<file path="src/rtl/cpu_mem_arb_pkg.sv">
// Shared types for the CPU instruction/data memory arbiter.
// FSM state encodings are one-hot; port IDs index request/grant vectors.
package cpu_mem_arb_pkg;

  typedef enum logic [4:0] {
    StIdle = 5'b00001,
    StReqI = 5'b00010,
    StReqD = 5'b00100,
    StRspI = 5'b01000,
    StRspD = 5'b10000
  } arb_state_e;

  localparam int unsigned NUM_STATES = 5;
  localparam int unsigned PORT_I     = 0;
  localparam int unsigned PORT_D     = 1;

endpackage

</file>
<file path="src/rtl/cpu_mem_arbiter_if.sv">
// Bundles the fetch, load/store, downstream memory and perf-counter signals.
// The slave modport is the arbiter's view; master is the CPU/memory side.
interface cpu_mem_arbiter_if;

  logic [31:0] inst_addr;
  logic        inst_req_valid;
  logic        inst_req_ready;
  logic [31:0] inst_rdata;
  logic        inst_rvalid;
  logic        inst_rready;

  logic [31:0] data_addr;
  logic        data_wen;
  logic        data_ren;
  logic [31:0] data_wdata;
  logic [3:0]  data_wstrb;
  logic        data_req_ready;
  logic [31:0] data_rdata;
  logic        data_rvalid;
  logic        data_rready;

  logic [31:0] mem_addr;
  logic        mem_req_valid;
  logic        mem_we;
  logic [31:0] mem_wdata;
  logic [3:0]  mem_wstrb;
  logic        mem_req_ready;
  logic [31:0] mem_rdata;
  logic        mem_rvalid;
  logic        mem_rready;

  logic [31:0] cnt_inst;
  logic [31:0] cnt_data;
  logic [31:0] cnt_conflict;

  modport slave (
    input  inst_addr, inst_req_valid, inst_rready,
    input  data_addr, data_wen, data_ren, data_wdata, data_wstrb, data_rready,
    input  mem_req_ready, mem_rdata, mem_rvalid,
    output inst_req_ready, inst_rdata, inst_rvalid,
    output data_req_ready, data_rdata, data_rvalid,
    output mem_addr, mem_req_valid, mem_we, mem_wdata, mem_wstrb, mem_rready,
    output cnt_inst, cnt_data, cnt_conflict
  );

  modport master (
    output inst_addr, inst_req_valid, inst_rready,
    output data_addr, data_wen, data_ren, data_wdata, data_wstrb, data_rready,
    output mem_req_ready, mem_rdata, mem_rvalid,
    input  inst_req_ready, inst_rdata, inst_rvalid,
    input  data_req_ready, data_rdata, data_rvalid,
    input  mem_addr, mem_req_valid, mem_we, mem_wdata, mem_wstrb, mem_rready,
    input  cnt_inst, cnt_data, cnt_conflict
  );

endinterface

</file>
<file path="src/rtl/arb_rr2.sv">
// Combinational two-way round-robin picker; the last-granted pointer lives
// in the parent so it only advances when the parent decides to.
module arb_rr2
  import cpu_mem_arb_pkg::*;
(
  input  logic [1:0] req,
  input  logic       last,
  output logic [1:0] grant,
  output logic       conflict
);

  assign conflict = req[PORT_I] & req[PORT_D];

  // last == 1 means data went last, so instruction wins a tie.
  assign grant[PORT_I] = req[PORT_I] & (~req[PORT_D] | last);
  assign grant[PORT_D] = req[PORT_D] & (~req[PORT_I] | ~last);

endmodule

</file>
<file path="src/rtl/cpu_mem_arbiter.sv">
// Shares one memory port between instruction fetch and data load/store,
// one transaction at a time, with request/response phases and perf counters.
module cpu_mem_arbiter
  import cpu_mem_arb_pkg::*;
#(
  parameter bit RR_INIT = 1'b1
) (
  input logic              clk,
  input logic              rst,
  cpu_mem_arbiter_if.slave bus
);

  arb_state_e  state_q, state_d;
  logic        last_q, last_d;
  logic [31:0] cnt_inst_q, cnt_data_q, cnt_conflict_q;
  logic [1:0]  req, grant;
  logic        conflict;
  logic        data_pend;
  logic        inst_hs, data_hs;

  assign data_pend      = bus.data_wen | bus.data_ren;
  assign req[PORT_I]    = bus.inst_req_valid;
  assign req[PORT_D]    = data_pend;

  arb_rr2 u_rr (
    .req      (req),
    .last     (last_q),
    .grant    (grant),
    .conflict (conflict)
  );

  assign inst_hs = (state_q == StReqI) & bus.mem_req_ready;
  assign data_hs = (state_q == StReqD) & bus.mem_req_ready;

  // Read data is forwarded unconditionally; only rvalid is steered.
  assign bus.inst_rdata   = bus.mem_rdata;
  assign bus.data_rdata   = bus.mem_rdata;
  assign bus.cnt_inst     = cnt_inst_q;
  assign bus.cnt_data     = cnt_data_q;
  assign bus.cnt_conflict = cnt_conflict_q;

  always_comb begin
    state_d            = state_q;
    last_d             = last_q;
    bus.inst_req_ready = 1'b0;
    bus.data_req_ready = 1'b0;
    bus.inst_rvalid    = 1'b0;
    bus.data_rvalid    = 1'b0;
    bus.mem_req_valid  = 1'b0;
    bus.mem_addr       = 32'h0;
    bus.mem_we         = 1'b0;
    bus.mem_wdata      = 32'h0;
    bus.mem_wstrb      = 4'h0;
    bus.mem_rready     = 1'b0;

    unique case (state_q)
      StIdle: begin
        if (grant[PORT_I]) begin
          state_d = StReqI;
        end else if (grant[PORT_D]) begin
          state_d = StReqD;
        end
        // The pointer only moves on a genuine tie.
        if (conflict) begin
          last_d = grant[PORT_D];
        end
      end
      StReqI: begin
        bus.mem_req_valid  = 1'b1;
        bus.mem_addr       = bus.inst_addr;
        bus.inst_req_ready = bus.mem_req_ready;
        if (bus.mem_req_ready) begin
          state_d = StRspI;
        end
      end
      StReqD: begin
        bus.mem_req_valid  = 1'b1;
        bus.mem_addr       = bus.data_addr;
        bus.mem_we         = bus.data_wen;
        bus.mem_wdata      = bus.data_wdata;
        bus.mem_wstrb      = bus.data_wstrb;
        bus.data_req_ready = bus.mem_req_ready;
        if (bus.mem_req_ready) begin
          state_d = bus.data_wen ? StIdle : StRspD;
        end
      end
      StRspI: begin
        bus.mem_rready  = bus.inst_rready;
        bus.inst_rvalid = bus.mem_rvalid;
        if (bus.mem_rvalid & bus.inst_rready) begin
          state_d = StIdle;
        end
      end
      StRspD: begin
        bus.mem_rready  = bus.data_rready;
        bus.data_rvalid = bus.mem_rvalid;
        if (bus.mem_rvalid & bus.data_rready) begin
          state_d = StIdle;
        end
      end
      default: state_d = StIdle;
    endcase
  end

  always_ff @(posedge clk) begin
    if (rst) begin
      state_q <= StIdle;
      last_q  <= RR_INIT;
    end else begin
      state_q <= state_d;
      last_q  <= last_d;
    end
  end

  always_ff @(posedge clk) begin
    if (rst) begin
      cnt_inst_q     <= 32'h0;
      cnt_data_q     <= 32'h0;
      cnt_conflict_q <= 32'h0;
    end else begin
      if (inst_hs) begin
        cnt_inst_q <= cnt_inst_q + 32'd1;
      end
      if (data_hs) begin
        cnt_data_q <= cnt_data_q + 32'd1;
      end
      if ((state_q == StIdle) && conflict) begin
        cnt_conflict_q <= cnt_conflict_q + 32'd1;
      end
    end
  end

endmodule

</file>
<file path="src/flat_wrapper.sv">
// flat-port wrapper written by rule: the top's interface ports become plain ports
module cpu_mem_arbiter_flat import cpu_mem_arb_pkg::*;
#(
  parameter bit RR_INIT = 1'b1
)
  (clk, rst, bus_inst_addr, bus_inst_req_valid, bus_inst_rready, bus_data_addr, bus_data_wen, bus_data_ren, bus_data_wdata, bus_data_wstrb, bus_data_rready, bus_mem_req_ready, bus_mem_rdata, bus_mem_rvalid, bus_inst_req_ready, bus_inst_rdata, bus_inst_rvalid, bus_data_req_ready, bus_data_rdata, bus_data_rvalid, bus_mem_addr, bus_mem_req_valid, bus_mem_we, bus_mem_wdata, bus_mem_wstrb, bus_mem_rready, bus_cnt_inst, bus_cnt_data, bus_cnt_conflict);
  cpu_mem_arbiter_if bus_i ();
  input logic clk;
  input logic rst;
  input wire logic [$bits(bus_i.inst_addr)-1:0] bus_inst_addr;
  input wire logic [$bits(bus_i.inst_req_valid)-1:0] bus_inst_req_valid;
  input wire logic [$bits(bus_i.inst_rready)-1:0] bus_inst_rready;
  input wire logic [$bits(bus_i.data_addr)-1:0] bus_data_addr;
  input wire logic [$bits(bus_i.data_wen)-1:0] bus_data_wen;
  input wire logic [$bits(bus_i.data_ren)-1:0] bus_data_ren;
  input wire logic [$bits(bus_i.data_wdata)-1:0] bus_data_wdata;
  input wire logic [$bits(bus_i.data_wstrb)-1:0] bus_data_wstrb;
  input wire logic [$bits(bus_i.data_rready)-1:0] bus_data_rready;
  input wire logic [$bits(bus_i.mem_req_ready)-1:0] bus_mem_req_ready;
  input wire logic [$bits(bus_i.mem_rdata)-1:0] bus_mem_rdata;
  input wire logic [$bits(bus_i.mem_rvalid)-1:0] bus_mem_rvalid;
  output wire logic [$bits(bus_i.inst_req_ready)-1:0] bus_inst_req_ready;
  output wire logic [$bits(bus_i.inst_rdata)-1:0] bus_inst_rdata;
  output wire logic [$bits(bus_i.inst_rvalid)-1:0] bus_inst_rvalid;
  output wire logic [$bits(bus_i.data_req_ready)-1:0] bus_data_req_ready;
  output wire logic [$bits(bus_i.data_rdata)-1:0] bus_data_rdata;
  output wire logic [$bits(bus_i.data_rvalid)-1:0] bus_data_rvalid;
  output wire logic [$bits(bus_i.mem_addr)-1:0] bus_mem_addr;
  output wire logic [$bits(bus_i.mem_req_valid)-1:0] bus_mem_req_valid;
  output wire logic [$bits(bus_i.mem_we)-1:0] bus_mem_we;
  output wire logic [$bits(bus_i.mem_wdata)-1:0] bus_mem_wdata;
  output wire logic [$bits(bus_i.mem_wstrb)-1:0] bus_mem_wstrb;
  output wire logic [$bits(bus_i.mem_rready)-1:0] bus_mem_rready;
  output wire logic [$bits(bus_i.cnt_inst)-1:0] bus_cnt_inst;
  output wire logic [$bits(bus_i.cnt_data)-1:0] bus_cnt_data;
  output wire logic [$bits(bus_i.cnt_conflict)-1:0] bus_cnt_conflict;
  assign bus_i.inst_addr = bus_inst_addr;
  assign bus_i.inst_req_valid = bus_inst_req_valid;
  assign bus_i.inst_rready = bus_inst_rready;
  assign bus_i.data_addr = bus_data_addr;
  assign bus_i.data_wen = bus_data_wen;
  assign bus_i.data_ren = bus_data_ren;
  assign bus_i.data_wdata = bus_data_wdata;
  assign bus_i.data_wstrb = bus_data_wstrb;
  assign bus_i.data_rready = bus_data_rready;
  assign bus_i.mem_req_ready = bus_mem_req_ready;
  assign bus_i.mem_rdata = bus_mem_rdata;
  assign bus_i.mem_rvalid = bus_mem_rvalid;
  assign bus_inst_req_ready = bus_i.inst_req_ready;
  assign bus_inst_rdata = bus_i.inst_rdata;
  assign bus_inst_rvalid = bus_i.inst_rvalid;
  assign bus_data_req_ready = bus_i.data_req_ready;
  assign bus_data_rdata = bus_i.data_rdata;
  assign bus_data_rvalid = bus_i.data_rvalid;
  assign bus_mem_addr = bus_i.mem_addr;
  assign bus_mem_req_valid = bus_i.mem_req_valid;
  assign bus_mem_we = bus_i.mem_we;
  assign bus_mem_wdata = bus_i.mem_wdata;
  assign bus_mem_wstrb = bus_i.mem_wstrb;
  assign bus_mem_rready = bus_i.mem_rready;
  assign bus_cnt_inst = bus_i.cnt_inst;
  assign bus_cnt_data = bus_i.cnt_data;
  assign bus_cnt_conflict = bus_i.cnt_conflict;
  cpu_mem_arbiter #(.RR_INIT(RR_INIT)) u_core (.clk(clk), .rst(rst), .bus(bus_i));
endmodule
</file>
<file path="config.mk">
export PLATFORM = sky130hd
export DESIGN_NAME = cpu_mem_arbiter_flat
export DESIGN_NICKNAME = d
export VERILOG_FILES = /design/src/rtl/cpu_mem_arb_pkg.sv /design/src/rtl/cpu_mem_arbiter_if.sv /design/src/rtl/arb_rr2.sv /design/src/rtl/cpu_mem_arbiter.sv /design/src/flat_wrapper.sv
export SDC_FILE = /design/constraint.sdc
export NUM_CORES = 1
export LEC_CHECK = 0
export ABC_AREA = 1
export BUFFER_PORTS_ARGS = -buffer_cell sky130_fd_sc_hd__buf_2
export CAP_MARGIN = 20
export CORE_AREA = 2 2 145 147
export CTS_BUF_LIST = sky130_fd_sc_hd__clkbuf_8
export CTS_CLUSTER_DIAMETER = 120
export CTS_CLUSTER_SIZE = 30
export DETAILED_ROUTE_END_ITERATION = 12
export DIE_AREA = 0 0 147 149
export GPL_ROUTABILITY_DRIVEN = 0
export PLACE_DENSITY = 0.65
export REMOVE_ABC_BUFFERS = 1
export SLEW_MARGIN = 0
export SYNTH_ARGS = -nofsm -noshare
export SYNTH_HDL_FRONTEND = slang
export SYNTH_SLANG_ARGS = --single-unit
</file>
<file path="constraint.sdc">
create_clock -name clk -period 3.55 [get_ports clk]
set_clock_uncertainty 0.15 [all_clocks]
set_input_delay 0.355 -clock clk [delete_from_list [all_inputs] [get_ports clk]]
set_output_delay 0.355 -clock clk [all_outputs]
set_load 0.01 [all_outputs]
</file>
==> results.txt <==
CTS resizes: 0
# DRC: 0
Reg-to-Reg Start: u_core.state_q[0]$_SDFFE_PP1P_
Area grow syn2layout: 19.4%
CTS tree: built
Layout cells sized above 1: 0.245
R2R cell count: 8
Dominant cell type by area after synthesis: dfxtp_1
F_max: 0.350 GHz
Top-Level Pins: 376
Flop pwr share: 0.448
Period utilization: 0.804
Synth Area in XOR/XNOR: 0.0220
Final Critical Period: 2.85 ns
Final-layout fill cell count: 2241
Unrepaired setup endpoints after global routing: no
Slowest stage delay, CP: 0.61 ns
Setup crit start: u_core.state_q[0]$_SDFFE_PP1P_
Multi-input logic area: 0.00383 mm^2
Worst Hold Depth: 4
Mux share of post-synthesis cell area: 0
First DRT Iteration DRCs: 599
Outcome: finished, final reports clean
Synth cell count leaders: nand2_1, nor2_1, inv_1
Synth Flop Type: dfxtp_1
Net Sw Frac: 0.349
Max IR drop VDD: 0.162 mV
CP max-delay cell: nor2_4
Clock sink count: 102
Post-Synth Simple-Gate Area: 0.430
Drt via density: 4.82
Final WL: 28500 um
Nets: 1545
Reg2reg end: u_core.bus.cnt_data[26]$_SDFFE_PP0P_
Final HPWL DP: 23200 um
H-tree Lvls: 3
CORE AREA: 0.0206 mm^2
Largest family of logic cells by synthesized area: simple AND/OR/NAND/NOR gates
Setup Buffers After CTS: 0
Non-filler cells, final: 1683
Number of global-route vias before repair: 7128
Worst Path Max Fanout: 34
Comb pwr share: 0.259
Max-slew violation count: 0
Syn Inst Count: 1195
CP endpoint: bus_mem_addr[26]
Sequential fraction of the synthesis area: 0.285
Required time of the critical path: 3.04 ns
Via Count: 8112
Synth warn: 0
Crit path arrival time: 2.35 ns
FF/Latch Area: 0.00204 mm^2
Clock Root Buffer: clkbuf_8
First-pass GRT wire length: 41600 um
Hold-fix buffers, CTS: 0
Crit. End Element: output port
Post-synthesis average cell area: 5.99 um^2
Worst Tran Pin Value: 0.780 ns
Post-DRT Antenna Nets: 0
EDFF count, synth: 0
Clock Latency Late Sink: 0.39 ns
P_sw: 943 uW
GRT Total Usage: 0.249
1st-pass router iterations: 5
CP Buf/Inv Count: 1
Initial antenna violation count: 5
Power per cell area: 316 mW/mm^2
Initial Util: 0.348
Distinct cell type count after synthesis: 41
Dpl cells: 1665
Clk slew on worst S/H paths: 0.09 ns
Most common cell in the netlist: nand2_1
CP Depth: 6
Share of flip-flops with an asynchronous set or reset: 0
Post-synth top area share: 0.285
Clock share of power: 0.294
Synth Register Bits: 102
Critical path's top delay family: simple AND/OR/NAND/NOR gates
Maxcap violations: 0
Synth Area in Compound Gates: 0.0777
Overall die width: 147 um
Leak: 4.17 nW
Die Area: 0.0219 mm^2
Congestion Overflow GR: 0
Row Count: 53
Final setup viols: 0
Critical Path Source Type: flip-flop
Max clock buf depth: 2
Largest net degree at the start of global routing: 49
Final hold violations: 0
WL/cell: 17.0 um
CTS Buf Count: 9
Fin Setup TNS: 0 ns
Worst hold margin: 0.191 ns
Max-Slew Margin vs Limit: 0.479
PortBufs: 279
Synth area leaders: dfxtp_1, nand2_1, nor2_1
Synthesized cell area: 0.00716 mm^2
Critical-path cell list: nor2_4 -> nand2_1 -> nor2_4 -> nand2_1 -> o21ai_0 -> buf_2
Setup Crit Path Kind: reg2out
DIE HEIGHT: 149 um
Power Total: 2.70 mW
Setup slack, reg-to-reg: 1.30 ns
Synth Area in Adders: 0.00524
Internal: 1.76 mW
Min-Delay Path Class: in2reg
-- registers in the layout, indices dropped and copies added (netlist names) --
signal / flops
u_core.bus.cnt_inst: 32
u_core.bus.cnt_data: 32
u_core.state_q: 5
u_core.bus.cnt_conflict: 32
u_core.last_q: 1
-- power by group through the flow --
| stage | Combinational (mW) | Sequential [mW] | Clock (mW) |
|---|---|---|---|
| after floorplan | 0.391 | 1.23 | 0 |
| after global placement | 0.695 | 1.23 | 0 |
| after detailed placement | 0.696 | 1.24 | 0 |
| after CTS | 0.699 | 1.21 | 0.816 |
| after global routing | 0.764 | 1.22 | 0.850 |
| final | 0.699 | 1.21 | 0.794 |
-- placed cells by master (no fill, tap or decap), types with 3 or more instances in the layout --
cell type | synthesis | layout
nand2_1 | 309 | 309
buf_2 | 5 | 279
nor2_1 | 233 | 233
inv_1 | 182 | 182
dfxtp_1 | 102 | 102
nand3_1 | 55 | 55
o21ai_0 | 54 | 54
a21oi_1 | 41 | 41
nand4_1 | 35 | 35
nor2_4 | 17 | 17
xnor2_1 | 13 | 13
clkbuf_8 | 0 | 11
nor3_1 | 8 | 8
nor2_2 | 8 | 8
nand2_2 | 5 | 5
and2_1 | 5 | 5
xor2_1 | 5 | 5
nor3b_1 | 3 | 3
inv_2 | 3 | 3
a31oi_1 | 3 | 3
clkinv_2 | 1 | 3
ha_1 | 3 | 3
buf_4 | 64 | 3
-- cell type report --
type                            count  share of cell area
Inverter                          187              0.0822
Clock buffer                       11              0.0177
Sequential cell                   102               0.239
Antenna cell                        2            0.000585
Clock inverter                      5             0.00673
Multi-Input combinational cell    819               0.448
Tap cell                          275              0.0402
Timing Repair Buffer              282               0.166
-- metal layers --
layer,up-vias,routed length (um),global-route usage
met5,-,150,0.0455
met4,10,872,0.0885
met3,45,3840,0.113
met2,415,11900,0.369
met1,3610,11800,0.317
li1,4032,-,-
-- metrics by stage --
| stage | worst slack, ns | utilization | instance area [um^2] |
|---|---|---|---|
| 2_1_floorplan | 1.25 | - | 6570 |
| 3_3_place_gp | 1.11 | 0.406 | 8340 |
| 3_5_place_dp | 1.11 | 0.406 | 8340 |
| 4_1_cts | 0.675 | 0.416 | 8550 |
| 5_1_grt | 0.554 | 0.416 | 8550 |
| 6_report | 0.697 | 0.416 | 8550 |
-- kinds of logic (layout without fill, tap and decap cells) --
group           after synthesis  in the layout
simple gates                692            692
buf+inv                     274            485
flops                       102            102
other cells                   0              2
xor+xnor                     18             18
compound gates              106            106
fa+ha+maj                     3              3
-- worst min path at each step --
stage / endpoint / slack (ns) / from
global placement: u_core.last_q$_SDFFE_PP1P_ / 0.32 / u_core.last_q$_SDFFE_PP1P_
floorplan: u_core.bus.cnt_conflict[25]$_SDFFE_PP0P_ / 0.27 / rst
CTS: u_core.state_q[3]$_SDFFE_PP0P_ / 0.17 / bus_inst_rready
detailed placement: u_core.bus.cnt_inst[3]$_SDFFE_PP0P_ / 0.34 / u_core.bus.cnt_inst[3]$_SDFFE_PP0P_
global route: u_core.state_q[3]$_SDFFE_PP0P_ / 0.22 / bus_inst_rready
finish: u_core.state_q[3]$_SDFFE_PP0P_ / 0.19 / bus_inst_rready
-- worst min-delay path, stage by stage --
cell and delay [ns]:
buf_2 0.09, nand2_1 0.05, nand4_1 0.11, a21oi_1 0.07
Note: power is estimated with default switching activity, not from simulation.
